$ cat config.mk
export PLATFORM = sky130hd
export DESIGN_NAME = fetch_pc_queue
export DESIGN_NICKNAME = d
export VERILOG_FILES = /design/src/rtl/fetch_pc_queue.sv
export SDC_FILE = /design/constraint.sdc
export NUM_CORES = 1
export LEC_CHECK = 0
export ABC_AREA = 1
export CAP_MARGIN = 0
export CORE_UTILIZATION = 30
export CTS_CLUSTER_DIAMETER = 40
export CTS_CLUSTER_SIZE = 16
export DETAILED_ROUTE_END_ITERATION = 6
export GPL_TIMING_DRIVEN = 0
export MAX_ROUTING_LAYER = met4
export PLACE_DENSITY_LB_ADDON = 0.2
export SYNTH_ARGS = -nofsm -noshare
export SYNTH_HDL_FRONTEND = slang
export SYNTH_SLANG_ARGS = --single-unit
$ cat constraint.sdc
create_clock -name clock -period 7.2 [get_ports clock]
set_input_delay 1.44 -clock clock [delete_from_list [all_inputs] [get_ports clock]]
set_output_delay 1.44 -clock clock [all_outputs]
set_load 0.02 [all_outputs]
$ cat src/rtl/fetch_pc_queue.sv
// Fetch front end: owns the PC, drives the instruction ROM, and buffers
// {pc, inst} pairs in a small FIFO that feeds decode over valid/ready.
module fetch_pc_queue #(
  parameter logic [63:0] RESET_PC = 64'h0000_0000_8000_0000,
  parameter int unsigned DEPTH    = 2
) (
  input  logic        clock,
  input  logic        reset,
  output logic [63:0] inst_address,
  output logic        ce,
  input  logic [31:0] inst,
  input  logic        redirect_valid,
  input  logic [63:0] redirect_target,
  input  logic        halt_req,
  output logic        out_valid,
  input  logic        out_ready,
  output logic [31:0] out_inst,
  output logic [63:0] out_pc,
  output logic        fetch_misaligned,
  output logic        halted
);

  localparam int unsigned PTR_W = (DEPTH > 1) ? $clog2(DEPTH) : 1;
  localparam int unsigned CNT_W = PTR_W + 1;

  typedef enum logic [1:0] {
    ST_IDLE   = 2'd0,
    ST_RUN    = 2'd1,
    ST_HALTED = 2'd2
  } state_e;

  typedef struct packed {
    logic [63:0] pc;
    logic [31:0] inst;
  } entry_t;

  state_e            state_q, state_d;
  logic [63:0]       pc_q, pc_d;
  logic [CNT_W-1:0]  count_q, count_d;
  logic [PTR_W-1:0]  wr_ptr_q, wr_ptr_d;
  logic [PTR_W-1:0]  rd_ptr_q, rd_ptr_d;
  logic              misaligned_q, misaligned_d;
  entry_t            mem_q [DEPTH];

  logic              redirect_act;
  logic              fetch_en;
  logic              deq;

  // Halted state ignores redirects entirely.
  assign redirect_act = redirect_valid && (state_q != ST_HALTED);
  assign fetch_en     = (state_q == ST_RUN) && !halt_req && !redirect_valid &&
                        ((count_q < CNT_W'(DEPTH)) || out_ready);
  assign deq          = out_valid && out_ready;

  assign inst_address     = pc_q;
  assign ce               = fetch_en;
  assign out_valid        = (count_q != '0);
  assign out_inst         = out_valid ? mem_q[rd_ptr_q].inst : 32'h0;
  assign out_pc           = out_valid ? mem_q[rd_ptr_q].pc : 64'h0;
  assign fetch_misaligned = misaligned_q;
  assign halted           = (state_q == ST_HALTED);

  // Next-state: redirect flush takes priority over fetch/dequeue and halt.
  always_comb begin
    state_d      = state_q;
    pc_d         = pc_q;
    count_d      = count_q;
    wr_ptr_d     = wr_ptr_q;
    rd_ptr_d     = rd_ptr_q;
    misaligned_d = misaligned_q;

    if (redirect_act) begin
      count_d  = '0;
      wr_ptr_d = '0;
      rd_ptr_d = '0;
      if (redirect_target[1:0] == 2'b00) begin
        pc_d    = redirect_target;
        state_d = ST_RUN;
      end else begin
        misaligned_d = 1'b1;
        state_d      = ST_HALTED;
      end
    end else begin
      if (fetch_en) begin
        wr_ptr_d = wr_ptr_q + PTR_W'(1);
        pc_d     = pc_q + 64'd4;
      end
      if (deq) begin
        rd_ptr_d = rd_ptr_q + PTR_W'(1);
      end
      count_d = count_q + CNT_W'(fetch_en) - CNT_W'(deq);
      unique case (state_q)
        ST_IDLE:   state_d = ST_RUN;
        ST_RUN:    if (halt_req) state_d = ST_HALTED;
        ST_HALTED: state_d = ST_HALTED;
        default:   state_d = ST_IDLE;
      endcase
    end
  end

  always_ff @(posedge clock or posedge reset) begin
    if (reset) begin
      state_q      <= ST_IDLE;
      pc_q         <= RESET_PC;
      count_q      <= '0;
      wr_ptr_q     <= '0;
      rd_ptr_q     <= '0;
      misaligned_q <= 1'b0;
    end else begin
      state_q      <= state_d;
      pc_q         <= pc_d;
      count_q      <= count_d;
      wr_ptr_q     <= wr_ptr_d;
      rd_ptr_q     <= rd_ptr_d;
      misaligned_q <= misaligned_d;
    end
  end

  // Storage needs no reset: contents are only visible while count is nonzero.
  always_ff @(posedge clock) begin
    if (fetch_en) begin
      mem_q[wr_ptr_q] <= '{pc: pc_q, inst: inst};
    end
  end

endmodule

==> impl_results.md, run 1 <==
- Max_cap viols: 0
- # hold bufs at CTS: 0
- Via count: around 11000
- Cell Area, Placed: around 16000 um^2
- Sequential area share after synthesis: 0.5913
- Insertion delay to the later sink of the worst-skew pair: 0.57 ns
- Antenna violations before repair: 1
- First-pass GRT wire length: 66380 um
- Detail Route Antenna Nets: 0
- LEAKAGE: 0.007120 uW
- Synth top area cells: edfxtp_1 45%, nand2_1 15%, dfrtp_1 14%
- Setup Crit Path Kind: register to output port
- Port Buffer Count: 264
- Die ar.: 43360 um^2
- Yosys reg bits: 263
- Worst hold path type: register to register
- Pre-CTS setup slack: 2.692 ns
- Design area: 17890 um^2
- Slew @ Worst Pin: 0.8438 ns
- Crit path arrival time: about 3.3 ns
- Clock Skew: between 0.02 and 0.025 ns
- Synth Instances: 1464
- Post-DP HPWL: 32520 um
- CTS tree: yes
- Post-synthesis average cell area: 8.715 um^2
- Final WS setup: 2.488 ns
- Worst slew margin: 0.4375
- Routed WL: 44010 um
- FF-to-FF setup slack: around 4.6 ns
- GRT overflow: 0
- Worst-case clock buffer depth: 3
- Vias in the first global route: approximately 11000
- Synth cell types: 35
- CTS Buf Count: between 40 and 50
- Number of enable flip-flop cells after synthesis: ~190
- Synthesized Nets: 1571
- Clk pin slew, worst setup/hold paths: roughly 0.060 ns
- Power, Total: 7476 uW
- Wire per inst: 18.63 um
- Async set or reset register ratio after synthesis: 0.2700
- Power per cell area: 417.9 nW/um^2
- Max-slew violation count: 0
- Fin nets: 1891
- Root Driver: clkbuf_16
- Critical Path End Type: output port
- Yosys top cell area share: 0.4519
- Layout cells sized above 1: 0.08617
- Max Freq: 212.2 MHz
- Max H-tree Level: 2
- Routability congestion estimate: 0.9221
- Rows: between 70 and 80
- Worst hold slack: 0.4658 ns
- PostCTS Resize Cnt: 0
- Final hold violation count: 0
- Initial Util: 0.3042
- Post-synthesis instance area: roughly 13000 um^2
- Status: completed
- Synth-to-layout area growth: 40.21%
- Final setup viols: 0
- Die W: 208.2 um
- CP Max Fanout: 10
- Final Util: 0.4265
- VDD IR-drop max: about 0.21 mV
- Top FF cell, synth: edfxtp_1
- Warnings from Yosys: 0
- Largest net degree at the start of global routing: 47
- Via/cell ratio: 4.730
- Total core area: 41950 um^2
- Clock Sinks: 263
- Die height: 208.2 um
- Period utilization: 0.6544
- Fin crit period: 4.712 ns
- Postcts setup bufs: 0
- DRT iter0 DRCs: 745
- Critical Path RT: 5.76 ns
- First-pass detailed-route iteration total: 5
- Cell taking the most area after synthesis: edfxtp_1
- Most common cell after layout, fill and taps aside: nand2_1
- Overall routing resource usage: 0.2091
- RSZ-0062 raised after global routing: false
- Critical path launch point type: register
- Most frequent cells in the layout: 501 x nand2_1, 264 x clkdlybuf4s50_1, 192 x edfxtp_1, 173 x nor2_1, 144 x a21oi_1
- DRC Markers: 0
- IO Pins: 265
## registers in the layout (all words and copies together) (netlist names)
signal,flops
fetch_misaligned,1
inst_address,64
count_q,2
state_q,2
mem_q,192
rd_ptr_q,1
wr_ptr_q,1
## metrics by stage
stage,setup TNS [ns],cells
after floorplan,0,1464
after global placement,-539.40,2267
after detailed placement,0,2274
after CTS,0,2361
after global routing,0,2362
final,0,2362
## layout make-up
type | count | area (um^2)
plain buffers | 60 | 280.3
fillers | 4136 | 24060
clock inverters | 34 | 436.7
inverters | 129 | 488.0
clock buffers | 53 | 1209
multi-input cells | 1012 | 4464
well taps | 539 | 674.4
repair buffers | 271 | 2790
diodes | 1 | 2.502
flip-flops and latches | 263 | 7543
## kinds of logic (layout without fill, tap and decap cells)
group,Yosys count,count (layout),share of synthesized area
xor gates and xnor gates,4,4,0.002746
buffers and inverters,189,547,0.06002
other,0,1,0
AOI/OAI and AO/OA,219,219,0.08777
adders and majority gates,6,6,0.005884
DFF,263,263,0.5913
and+or+nand+nor,783,783,0.2523
## synthesized netlist by cell type (3+ instances only)
cell type  number
inv_1         122
nand2_2         8
nand2_1       501
edfxtp_1      192
nand4_1         9
clkbuf_1       25
o22ai_1         9
a31oi_1         4
buf_6           3
buf_1           8
nor2_4          8
ha_1            6
o21ai_0        21
buf_2          23
o21ai_1        38
dfrtp_1        70
inv_2           4
a21oi_1       144
nor2_2         12
nor2_1        175
nand3_1        62
## power breakdown
part           switching (uW)  leakage, uW  total (uW)  internal (uW)
clock network             793     0.000801        2300           1510
registers                 424      0.00260        2390           1960
logic                    1710      0.00372        2790           1080
total                    2920      0.00712        7480           4550
## critical path, cell delays in order (launching register included)
cell,delay [ns]
dfrtp_1,0.35
buf_2,0.23
clkinv_1,0.31
clkbuf_1,0.51
buf_2,0.40
nand2_1,0.09
a21oi_1,0.17
clkdlybuf4s50_1,0.63
## final timing paths
path,cells past startpoint,end,start
setup / recovery,7,out_pc[59],rd_ptr_q$_DFFE_PP0P_
hold / removal,2,fetch_misaligned$_DFFE_PP0P_,fetch_misaligned$_DFFE_PP0P_
setup reg to reg,8,mem_q[0][90]$_DFFE_PP_,state_q[1]$_DFFE_PP0P_
hold reg to reg,2,fetch_misaligned$_DFFE_PP0P_,fetch_misaligned$_DFFE_PP0P_
max in group asynchronous,3,inst_address[31]$_DFFE_PP1P_,reset
min in group asynchronous,2,inst_address[59]$_DFFE_PP0P_,reset
## metal layers
layer / track usage / up-vias / part of all wire
met4: 0.08480 / 0 / 0.035
met5: - / - / 0
met2: 0.3216 / 325 / 0.45
li1: - / 5449 / -
met1: 0.2749 / 5313 / 0.46
met3: 0.03306 / 86 / 0.053
No activity file was read; power rests on OpenSTA's default activity.
==> run 2, diff against run 1 <==
Clock period 7.2 ns to 4.8 ns, I/O delays scaled along.
==> impl_results.md, run 2 (synthesized netlist as in run 1, its figures left out) <==
- Critical Path RT: 3.84 ns (-1.92 ns)
- Crit path arrival time: 3.29 ns (+0.02 ns)
- Max reg flops: 192 (unchanged)
- Placed instance count: 2275 (+0.044%)
- Hold Crit Depth: 2 (unchanged)
- Setup_tns: 0 ns (unchanged)
- Slew @ Worst Pin: 0.9003 ns (+0.05647 ns)
- # hold bufs at CTS: 0 (unchanged)
- DRT iter0 DRCs: 673 (-9.7%)
- VDD IR-drop max: 0.3821 mV (+80%)
- CP max stage cell: clkdlybuf4s50_1
- Top delay family on crit path: buffers and inverters
- Largest net degree at the start of global routing: 47 (unchanged)
- CP dominant cell by count: buf_2
- Non-Filler Instances: 2367 (+0.21%)
- Fin nets: 1894 (+0.16%)
- Design area: 17910 um^2 (+0.15%)
- Initial Util: 0.3042 (unchanged)
- CP Depth: 7 (unchanged)
- Power per cell area: 622.1 nW/um^2 (+49%)
- Max_cap viols: 0 (unchanged)
- Status: completed
- Worst hold slack: 0.4704 ns (+0.004611 ns)
- Routed WL: 44810 um (+1.8%)
- First-pass detailed-route iteration total: 5 (unchanged)
- PostCTS Resize Cnt: 0 (unchanged)
- Reg2reg end: mem_q[1][92]$_DFFE_PP_
- Worst slew margin: 0.3984 (-0.03907)
- Wire per inst: 18.93 um (+1.6%)
- Layout cells sized above 1: 0.08698 (+0.0008113)
- Worst-case clock buffer depth: 3 (unchanged)
- Synth-to-layout area growth: 40.41%
- Setup Crit Path Kind: register to output port
- Detail Route Antenna Nets: 0 (unchanged)
- Max H-tree Level: 2 (unchanged)
- FF-to-FF Start: state_q[1]$_DFFE_PP0P_
- Worst hold path type: register to register
- Period utilization: 0.8850
- Hold Path Origin: fetch_misaligned$_DFFE_PP0P_
- GRT overflow: 0 (unchanged)
- Clock Skew: 0.02985 ns (+0.006007 ns)
- Final setup viols: 0 (unchanged)
- Most flop-heavy register: mem_q
- CTS Buf Count: 49 (+4.3%)
- CP Max Fanout: 10 (unchanged)
- Total core area: 41950 um^2 (unchanged)
- Ant diodes: 0 (-1)
- DRC Markers: 0 (unchanged)
- IO Pins: 265 (unchanged)
- WP buf/inv: 5 (unchanged)
- Rows: 75 (unchanged)
- P_sw: 4432 uW (+52%)
- Vias in the first global route: 10874 (-1.6%)
- Antenna violations before repair: 0 (-1)
- CTS tree: yes
- Fin crit period: ~4.2 ns
- Overall routing resource usage: 0.2125 (+0.003362)
- Comb power frac: 0.375 (+0.002)
- Critical Path End Type: output port
- Port Buffer Count: 264 (unchanged)
- Die ar.: 43360 um^2 (unchanged)
- Root Driver: clkbuf_16
- Int Pwr: 6713 uW (+47%)
- Clock Sinks: 263 (unchanged)
- Max-slew violation count: 0 (unchanged)
- LEAKAGE: 0.007127 uW (about the same)
- Net Sw Frac: 0.3977 (+0.006542)
- FF-to-FF path depth: 9 (+1)
- Worst path cell trace: buf_2 -> clkinv_1 -> clkbuf_1 -> buf_2 -> nand2_1 -> a21oi_1 -> clkdlybuf4s50_1
- Reg power frac: 0.321 (+0.002)
- FF-to-FF setup slack: 2.11 ns (-2.47 ns)
- Post-DP HPWL: 32940 um (+1.3%)
- Clk pin slew, worst setup/hold paths: 0.05 ns (about the same)
- Via/cell ratio: 4.725 (-0.10%)
- Critical path launch point type: register
- Die W: 208.2 um (unchanged)
- Cell Area, Placed: 16280 um^2 (+0.22%)
- RSZ-0062 raised after global routing: false
- Via count: 11185 (+0.11%)
- Critical path origin: rd_ptr_q$_DFFE_PP0P_
- Crit path largest cell delay: 0.63 ns (about the same)
- Clk network pwr share: 0.303 (-0.005)
- Final Util: 0.4271 (+0.0006260)
- Hold Crit Endpoint: fetch_misaligned$_DFFE_PP0P_
- Max Freq: 235.4 MHz
- First-pass GRT wire length: 66830 um (+0.68%)
- Postcts setup bufs: 0 (unchanged)
- Routability congestion estimate: 0.9178 (-0.47%)
- Most frequent cells in the layout: 501 x nand2_1, 264 x clkdlybuf4s50_1, 192 x edfxtp_1, 173 x nor2_1, 144 x a21oi_1
- Most common cell after layout, fill and taps aside: nand2_1
- Insertion delay to the later sink of the worst-skew pair: 0.58 ns (about the same)
- Filler cells: 4128 (-0.19%)
- Die height: 208.2 um (unchanged)
- Final hold violation count: 0 (unchanged)
## run 2: cell count changes in the layout (fill, tap and decap cells not counted)
cell / change
buf_12: -1
buf_16: +2
bufinv_16: -5
clkbuf_1: +4
clkbuf_16: +2
clkbuf_8: +4
clkinv_2: -4
clkinv_4: +1
clkinv_8: +2
diode_2: -1
inv_16: -1
inv_8: +2
## run 2: final cells by class
class	instances	area, um^2	share of cell area
plain buffers	60	280.3	0.01564
clock buffers	63	1329	0.07417
clock inverters	29	310.3	0.01732
inverters	129	488.0	0.02724
multi-input cells	1012	4464	0.2492
flip-flops and latches	263	7543	0.4211
well taps	539	674.4	0.03764
repair buffers	272	2825	0.1577
## run 2: how the worst max path moves through the flow
| stage | to | slack (ns) |
|---|---|---|
| CTS | out_pc[40] | 0.40 |
| global placement | mem_q[1][91]$_DFFE_PP_ | -2.10 |
| detailed placement | out_pc[40] | 1.05 |
| global route | out_pc[57] | 0.34 |
| floorplan | mem_q[1][0]$_DFFE_PP_ | 0.21 |
| finish | out_pc[59] | 0.55 |
## run 2: per-layer routing
layer | wire, um | up-vias | GRT usage
met2 | 20730 | 338 | 0.3287
met5 | 0 | - | -
li1 | - | 5455 | -
met1 | 20260 | 5308 | 0.2780
met4 | 1339 | 0 | 0.08199
met3 | 2486 | 84 | 0.03562
## run 2: worst reg2reg max path, stage by stage, from the launching register on
cell,delay (ns)
dfrtp_1,0.37
inv_1,0.10
ha_1,0.15
nand2_1,0.13
nor3_4,0.33
inv_1,0.17
nor2_4,0.43
buf_16,0.23
buf_16,0.19
buf_12,0.23
## run 2: power by group through the flow
stage / Combinational (uW) / Sequential [uW] / Clock (uW)
finish: 4180 / 3580 / 3380
global route: 4560 / 3650 / 3550
CTS: 4230 / 3590 / 3470
detailed placement: 4210 / 3630 / 0
global placement: 4180 / 3630 / 0
floorplan: 2000 / 3680 / 0
## run 2: through the flow
stage	setup WS, ns	total power, uW
6_report	0.5519	11150
5_1_grt	0.3426	11760
4_1_cts	0.3977	11290
3_5_place_dp	1.046	7838
3_3_place_gp	-2.105	7802
2_1_floorplan	0.2103	5674
